[src/rtl/frame_sequencer.sv]
// ============================================================================
// Module   : frame_sequencer
// Brief    : Per-frame scheduler on the clk24 domain. Steps one camera frame
//            through capture, the core resolution-reduction pass and LeNet
//            inference, latches the inferred digit and counts frames.
//            Optional LeNet watchdog: define FRAME_SEQ_WATCHDOG_EN.
// Revision : 1.0 - initial release
// ============================================================================
`default_nettype none

module frame_sequencer #(
  parameter int FRAME_CNT_W   = 16,
  parameter int READY_TIMEOUT = 2_000_000
) (
  input  logic                   clk24,
  input  logic                   rst,
  input  logic                   sw_run,
  input  logic                   sw_pause,
  input  logic                   capture_end,
  input  logic                   core_end,
  input  logic                   lenet_data_ready,
  input  logic                   lenet_ready,
  input  logic [3:0]             lenet_digit,
  output logic                   capture_en,
  output logic                   core_start,
  output logic                   lenet_go,
  output logic [3:0]             digit_out,
  output logic                   digit_valid,
  output logic                   busy,
  output logic [FRAME_CNT_W-1:0] frame_count,
  output logic                   error
);

  typedef enum logic [2:0] {
    S_IDLE      = 3'd0,
    S_CAPTURE   = 3'd1,
    S_PROCESS   = 3'd2,
    S_WAIT_DATA = 3'd3,
    S_GO        = 3'd4,
    S_RUN_ACK   = 3'd5,
    S_RUN_DONE  = 3'd6,
    S_HOLD      = 3'd7
  } state_t;

  state_t r_state;
  state_t w_next;

  logic r_cap_s1;
  logic r_cap_s2;
  logic r_cap_s3;
  logic r_core_d;
  logic w_cap_rise;
  logic w_core_rise;
  logic w_timeout;
  logic w_done;
  logic w_start_session;

  // capture_end comes from the pixel-clock domain: two flops to synchronise,
  // a third to find its rising edge; core_end only needs edge detection
  always_ff @(posedge clk24 or posedge rst) begin
    if (rst) begin
      r_cap_s1 <= 1'b0;
      r_cap_s2 <= 1'b0;
      r_cap_s3 <= 1'b0;
      r_core_d <= 1'b0;
    end else begin
      r_cap_s1 <= capture_end;
      r_cap_s2 <= r_cap_s1;
      r_cap_s3 <= r_cap_s2;
      r_core_d <= core_end;
    end
  end

  assign w_cap_rise  = r_cap_s2 & ~r_cap_s3;
  assign w_core_rise = core_end & ~r_core_d;

`ifdef FRAME_SEQ_WATCHDOG_EN
  localparam int c_WD_W = $clog2(READY_TIMEOUT + 1);

  logic [c_WD_W-1:0] r_wd_cnt;
  logic              r_error;
  logic              w_wait_state;

  assign w_wait_state = (r_state == S_WAIT_DATA) || (r_state == S_RUN_ACK) ||
                        (r_state == S_RUN_DONE);
  assign w_timeout    = w_wait_state && (r_wd_cnt == c_WD_W'(READY_TIMEOUT - 1));

  // Watchdog counts cycles spent in the current LeNet wait state; restarts
  // on every state change
  always_ff @(posedge clk24 or posedge rst) begin
    if (rst) begin
      r_wd_cnt <= '0;
    end else if (!w_wait_state || (w_next != r_state)) begin
      r_wd_cnt <= '0;
    end else begin
      r_wd_cnt <= r_wd_cnt + c_WD_W'(1);
    end
  end

  // Sticky error flag, cleared only by reset
  always_ff @(posedge clk24 or posedge rst) begin
    if (rst) begin
      r_error <= 1'b0;
    end else if (w_timeout) begin
      r_error <= 1'b1;
    end
  end

  assign error = r_error;
`else
  assign w_timeout = 1'b0;
  // Constant 0 for any legal timeout; keeps the parameter referenced
  assign error     = (READY_TIMEOUT < 0);
`endif

  // State register
  always_ff @(posedge clk24 or posedge rst) begin
    if (rst) begin
      r_state <= S_IDLE;
    end else begin
      r_state <= w_next;
    end
  end

  // Next-state logic; a watchdog expiry overrides every other transition
  always_comb begin
    w_next = r_state;
    case (r_state)
      S_IDLE:      if (sw_run && !sw_pause) w_next = S_CAPTURE;
      S_CAPTURE:   if (w_cap_rise) w_next = S_PROCESS;
      S_PROCESS:   if (w_core_rise) w_next = S_WAIT_DATA;
      S_WAIT_DATA: if (lenet_data_ready && lenet_ready) w_next = S_GO;
      S_GO:        w_next = S_RUN_ACK;
      S_RUN_ACK:   if (!lenet_ready) w_next = S_RUN_DONE;
      S_RUN_DONE: begin
        if (lenet_ready) begin
          if (sw_pause)    w_next = S_HOLD;
          else if (sw_run) w_next = S_CAPTURE;
          else             w_next = S_IDLE;
        end
      end
      S_HOLD: begin
        if (!sw_pause) w_next = sw_run ? S_CAPTURE : S_IDLE;
      end
      default:     w_next = S_IDLE;
    endcase
    if (w_timeout) w_next = S_IDLE;
  end

  assign w_done          = (r_state == S_RUN_DONE) && lenet_ready && !w_timeout;
  assign w_start_session = (r_state == S_IDLE) && (w_next == S_CAPTURE);

  // Registered outputs, decoded from the upcoming state so they line up
  // with the state they belong to
  always_ff @(posedge clk24 or posedge rst) begin
    if (rst) begin
      capture_en  <= 1'b0;
      core_start  <= 1'b0;
      lenet_go    <= 1'b0;
      busy        <= 1'b0;
      digit_out   <= 4'd0;
      digit_valid <= 1'b0;
      frame_count <= '0;
    end else begin
      capture_en <= (w_next == S_CAPTURE);
      core_start <= (r_state == S_CAPTURE) && (w_next == S_PROCESS);
      lenet_go   <= (w_next == S_GO);
      busy       <= (w_next != S_IDLE);
      if (w_done) begin
        digit_out   <= lenet_digit;
        digit_valid <= 1'b1;
        frame_count <= frame_count + FRAME_CNT_W'(1);
      end else if (w_start_session) begin
        digit_valid <= 1'b0;
      end
    end
  end

endmodule

`default_nettype wire

[config.mk]
export PLATFORM = sky130hd
export DESIGN_NAME = frame_sequencer
export DESIGN_NICKNAME = d
export VERILOG_FILES = /design/src/rtl/frame_sequencer.sv
export SDC_FILE = /design/constraint.sdc
export NUM_CORES = 1
export LEC_CHECK = 0
export CAP_MARGIN = 20
export CORE_MARGIN = 2
export CORE_UTILIZATION = 60
export CTS_BUF_LIST = sky130_fd_sc_hd__clkbuf_8 sky130_fd_sc_hd__clkbuf_16
export DETAILED_ROUTE_END_ITERATION = 6
export DONT_BUFFER_PORTS = 1
export PLACE_DENSITY = 0.87
export SLEW_MARGIN = 20
export SYNTH_ARGS = -nofsm -noshare
export SYNTH_HDL_FRONTEND = slang
export SYNTH_SLANG_ARGS = --single-unit
[constraint.sdc]
create_clock -name clk24 -period 1.9 [get_ports clk24]
set_clock_uncertainty 0.1 [all_clocks]
set_input_delay 0.38 -clock clk24 [delete_from_list [all_inputs] [get_ports clk24]]
set_output_delay 0.38 -clock clk24 [all_outputs]
set_load 0.05 [all_outputs]
==> flow_metrics.tcl <==
set metrics [dict create \
    row_count 17 \
    worst_pin_slew_ps 519 \
    max_freq_mhz 574 \
    synth-compound-area-share 0.0455 \
    synth_cells 125 \
    num_vias 993 \
    post-route-util 0.751 \
    period_needed_ps 1740 \
    grtUsageTotal 0.238 \
    ys_types 30 \
    drt_first_pass_iters 4 \
    nNetsFinal 159 \
    die_x_um 52.4 \
    core-area_mm2 0.00221 \
    finalCritPeriodShare 0.918 \
    hold_start "capture_end" \
    cts_root_buffer "clkbuf_8" \
    drv_cap 0 \
    yosys_warnings 0 \
    htree_levels 2 \
    port_buffers 0 \
    globalplace.congestion 0.813 \
    grt_start_max_net_pins 33 \
    wl_met1_um 1040 \
    cts_setup_buffers 0 \
    antenna_found_initial 0 \
    clkLatencyLatePin_ps 290 \
    worstHoldPathType "in2reg" \
    ys_async_sr_fraction 1.00 \
    dr.max_layer_used "met4" \
    timing.final.hold_violations 0 \
    synth_edf_count 0 \
    layout_commonest_cell "dfrtp_1" \
    synth_top_family_by_area "simple AND/OR/NAND/NOR gates" \
    cp_max_fo 12 \
    powerDensity_mw_per_mm2 1360 \
    syn2layout_area_growth_pct 18.3 \
    relSlewSlack 0.654 \
    seq_area_frac_synth 0.570 \
    total_power_mw 2.26 \
    ant_nets 0 \
    fin_cells 175 \
    post-dp-hpwl_um 2040 \
    route.met3.wl_um 202 \
    crit_type "reg2reg" \
    vdd_drop_max_uv 1010 \
    cts_inserted_buffers 5 \
    drv_slew 0 \
    drc 0 \
    wl_per_cell_um 15.7 \
    synth_xor_area_frac 0.0989 \
    critical_path_arrival_ps 1840 \
    chipHeight_um 52.4 \
    cts.repair.resized 0 \
    cts.clk_slew.worst_paths_ps 70 \
    cts_buffer_depth 2 \
    synth_area_per_cell_um2 11.2 \
    ioPinCount 38 \
    startpoint_type "flop" \
    r2r_start "r_state[2]$_DFF_PP0_" \
    muxShareOfSynthArea 0 \
    drt_iter0_markers 32 \
    rsz0062_at_grt "false" \
    required_ps 1990 \
    cts_tree "built" \
    dr_wl_met2_um 1460 \
    drive_gt1_frac 0.211 \
    post_drt_via_cell_ratio 5.67 \
    synth-seq-cells 32 \
    grt_overflow 0 \
    synthesis.area_mm2 0.00140 \
    synth_fa_ha_area_frac 0.00891 \
    dieArea_mm2 0.00274 \
    dp.cells 166 \
    cp-startpoint "r_state[2]$_DFF_PP0_" \
    syn-num-nets 138 \
    grt_pass1_vias 1032 \
    diodes 0 \
    setup_viol 0 \
    status "completed" \
    synth_flop_cell "dfrtp_1" \
    wl_um 2750 \
    grt_pass1_wl_um 4480 \
    synth-simple-area-share 0.254 \
    fin_setup_tns_ps 0 \
    power_leakage_nw 0.845 \
    worst_setup_path_end_kind "flop" \
    start_util 0.635 \
    clock_sinks 32 \
    final_cell_mix "32 x dfrtp_1, 23 x nand2_1, 16 x buf_4" \
]
-- report_power, final --
group / switching, mW / total [mW] / internal [mW]
Clock: 0.253 / 0.640 / 0.387
Combinational: 0.276 / 0.466 / 0.190
Sequential: 0.359 / 1.16 / 0.797
-- layout make-up --
type | count | area, um2
multi-input cells | 88 | 576
repair buffers | 17 | 130
inverters | 2 | 7.51
clock buffers | 5 | 68.8
clock inverters | 3 | 42.5
flip-flops and latches | 32 | 801
fillers | 158 | 552
well taps | 28 | 35.0
-- state kept, by name, indices dropped and copies added, names as in the netlist --
register and count:
digit_valid 1, frame_count 16, digit_out 4, r_cap_s1 1, busy 1, r_core_d 1, core_start 1, capture_en 1
r_cap_s2 1, lenet_go 1, r_state 3, r_cap_s3 1
-- layer usage --
layer,vias up,track usage
met2,44,0.398
met5,-,0
met1,485,0.256
li1,459,-
met3,5,0.106
met4,0,0.111
-- synth_stat cells, types with 2 or more instances --
library cell  number  area, um2
xor2_1             2       17.5
nand2b_1           5       31.3
and3_1             4       25.0
nand2_1           23       86.3
nor2_1             7       26.3
nand4_1            4       25.0
xnor2_1           12        105
nor3_4             2       32.5
inv_1              2       7.51
dfrtp_1           32        801
nor2b_1            2       12.5
o21ai_0            3       15.0
nand3_1            9       45.0
buf_4              2       15.0
-- final timing paths --
| check | end | slack, ps | cells past startpoint |
|---|---|---|---|
| max | frame_count[10]$_DFFE_PP0P_ | 160 | 4 |
| min | r_cap_s1$_DFF_PP0_ | 20 | 0 |
| max in group asynchronous | lenet_go$_DFF_PP0_ | 900 | 3 |
| min in group asynchronous | digit_out[2]$_DFFE_PP0P_ | 510 | 3 |
| min reg2reg | r_cap_s2$_DFF_PP0_ | 250 | 0 |
| max reg2reg | frame_count[10]$_DFFE_PP0P_ | 160 | 4 |
-- cells by family after synthesis --
family | Yosys count
AOI/OAI and AO/OA | 8
xor gates and xnor gates | 15
adders and majority gates | 1
buffers and inverters | 5
DFF | 32
other | 1
and+or+nand+nor | 63
-- through the flow --
stage	area [um2]	setup WS, ps	hold WS (ps)
final	1660	157	15.6
after global routing	1660	40.0	0.414
after CTS	1660	166	9.82
after detailed placement	1540	190	240
after global placement	1540	292	233
after floorplan	1400	159	231
-- worst max-delay path, cell delays in order (launching register included) --
cell and delay [ps]:
dfrtp_1 560, nand4b_4 280, nor3_4 340, nand3_1 150, xnor2_1 210
-- repair_timing --
item | CTS | global route
hold buffers | 1 | 0
hold endpoints to repair | 32 | 0
endpoints found under the setup margin | 0 | 0
No activity file was read; power rests on OpenSTA's default activity.
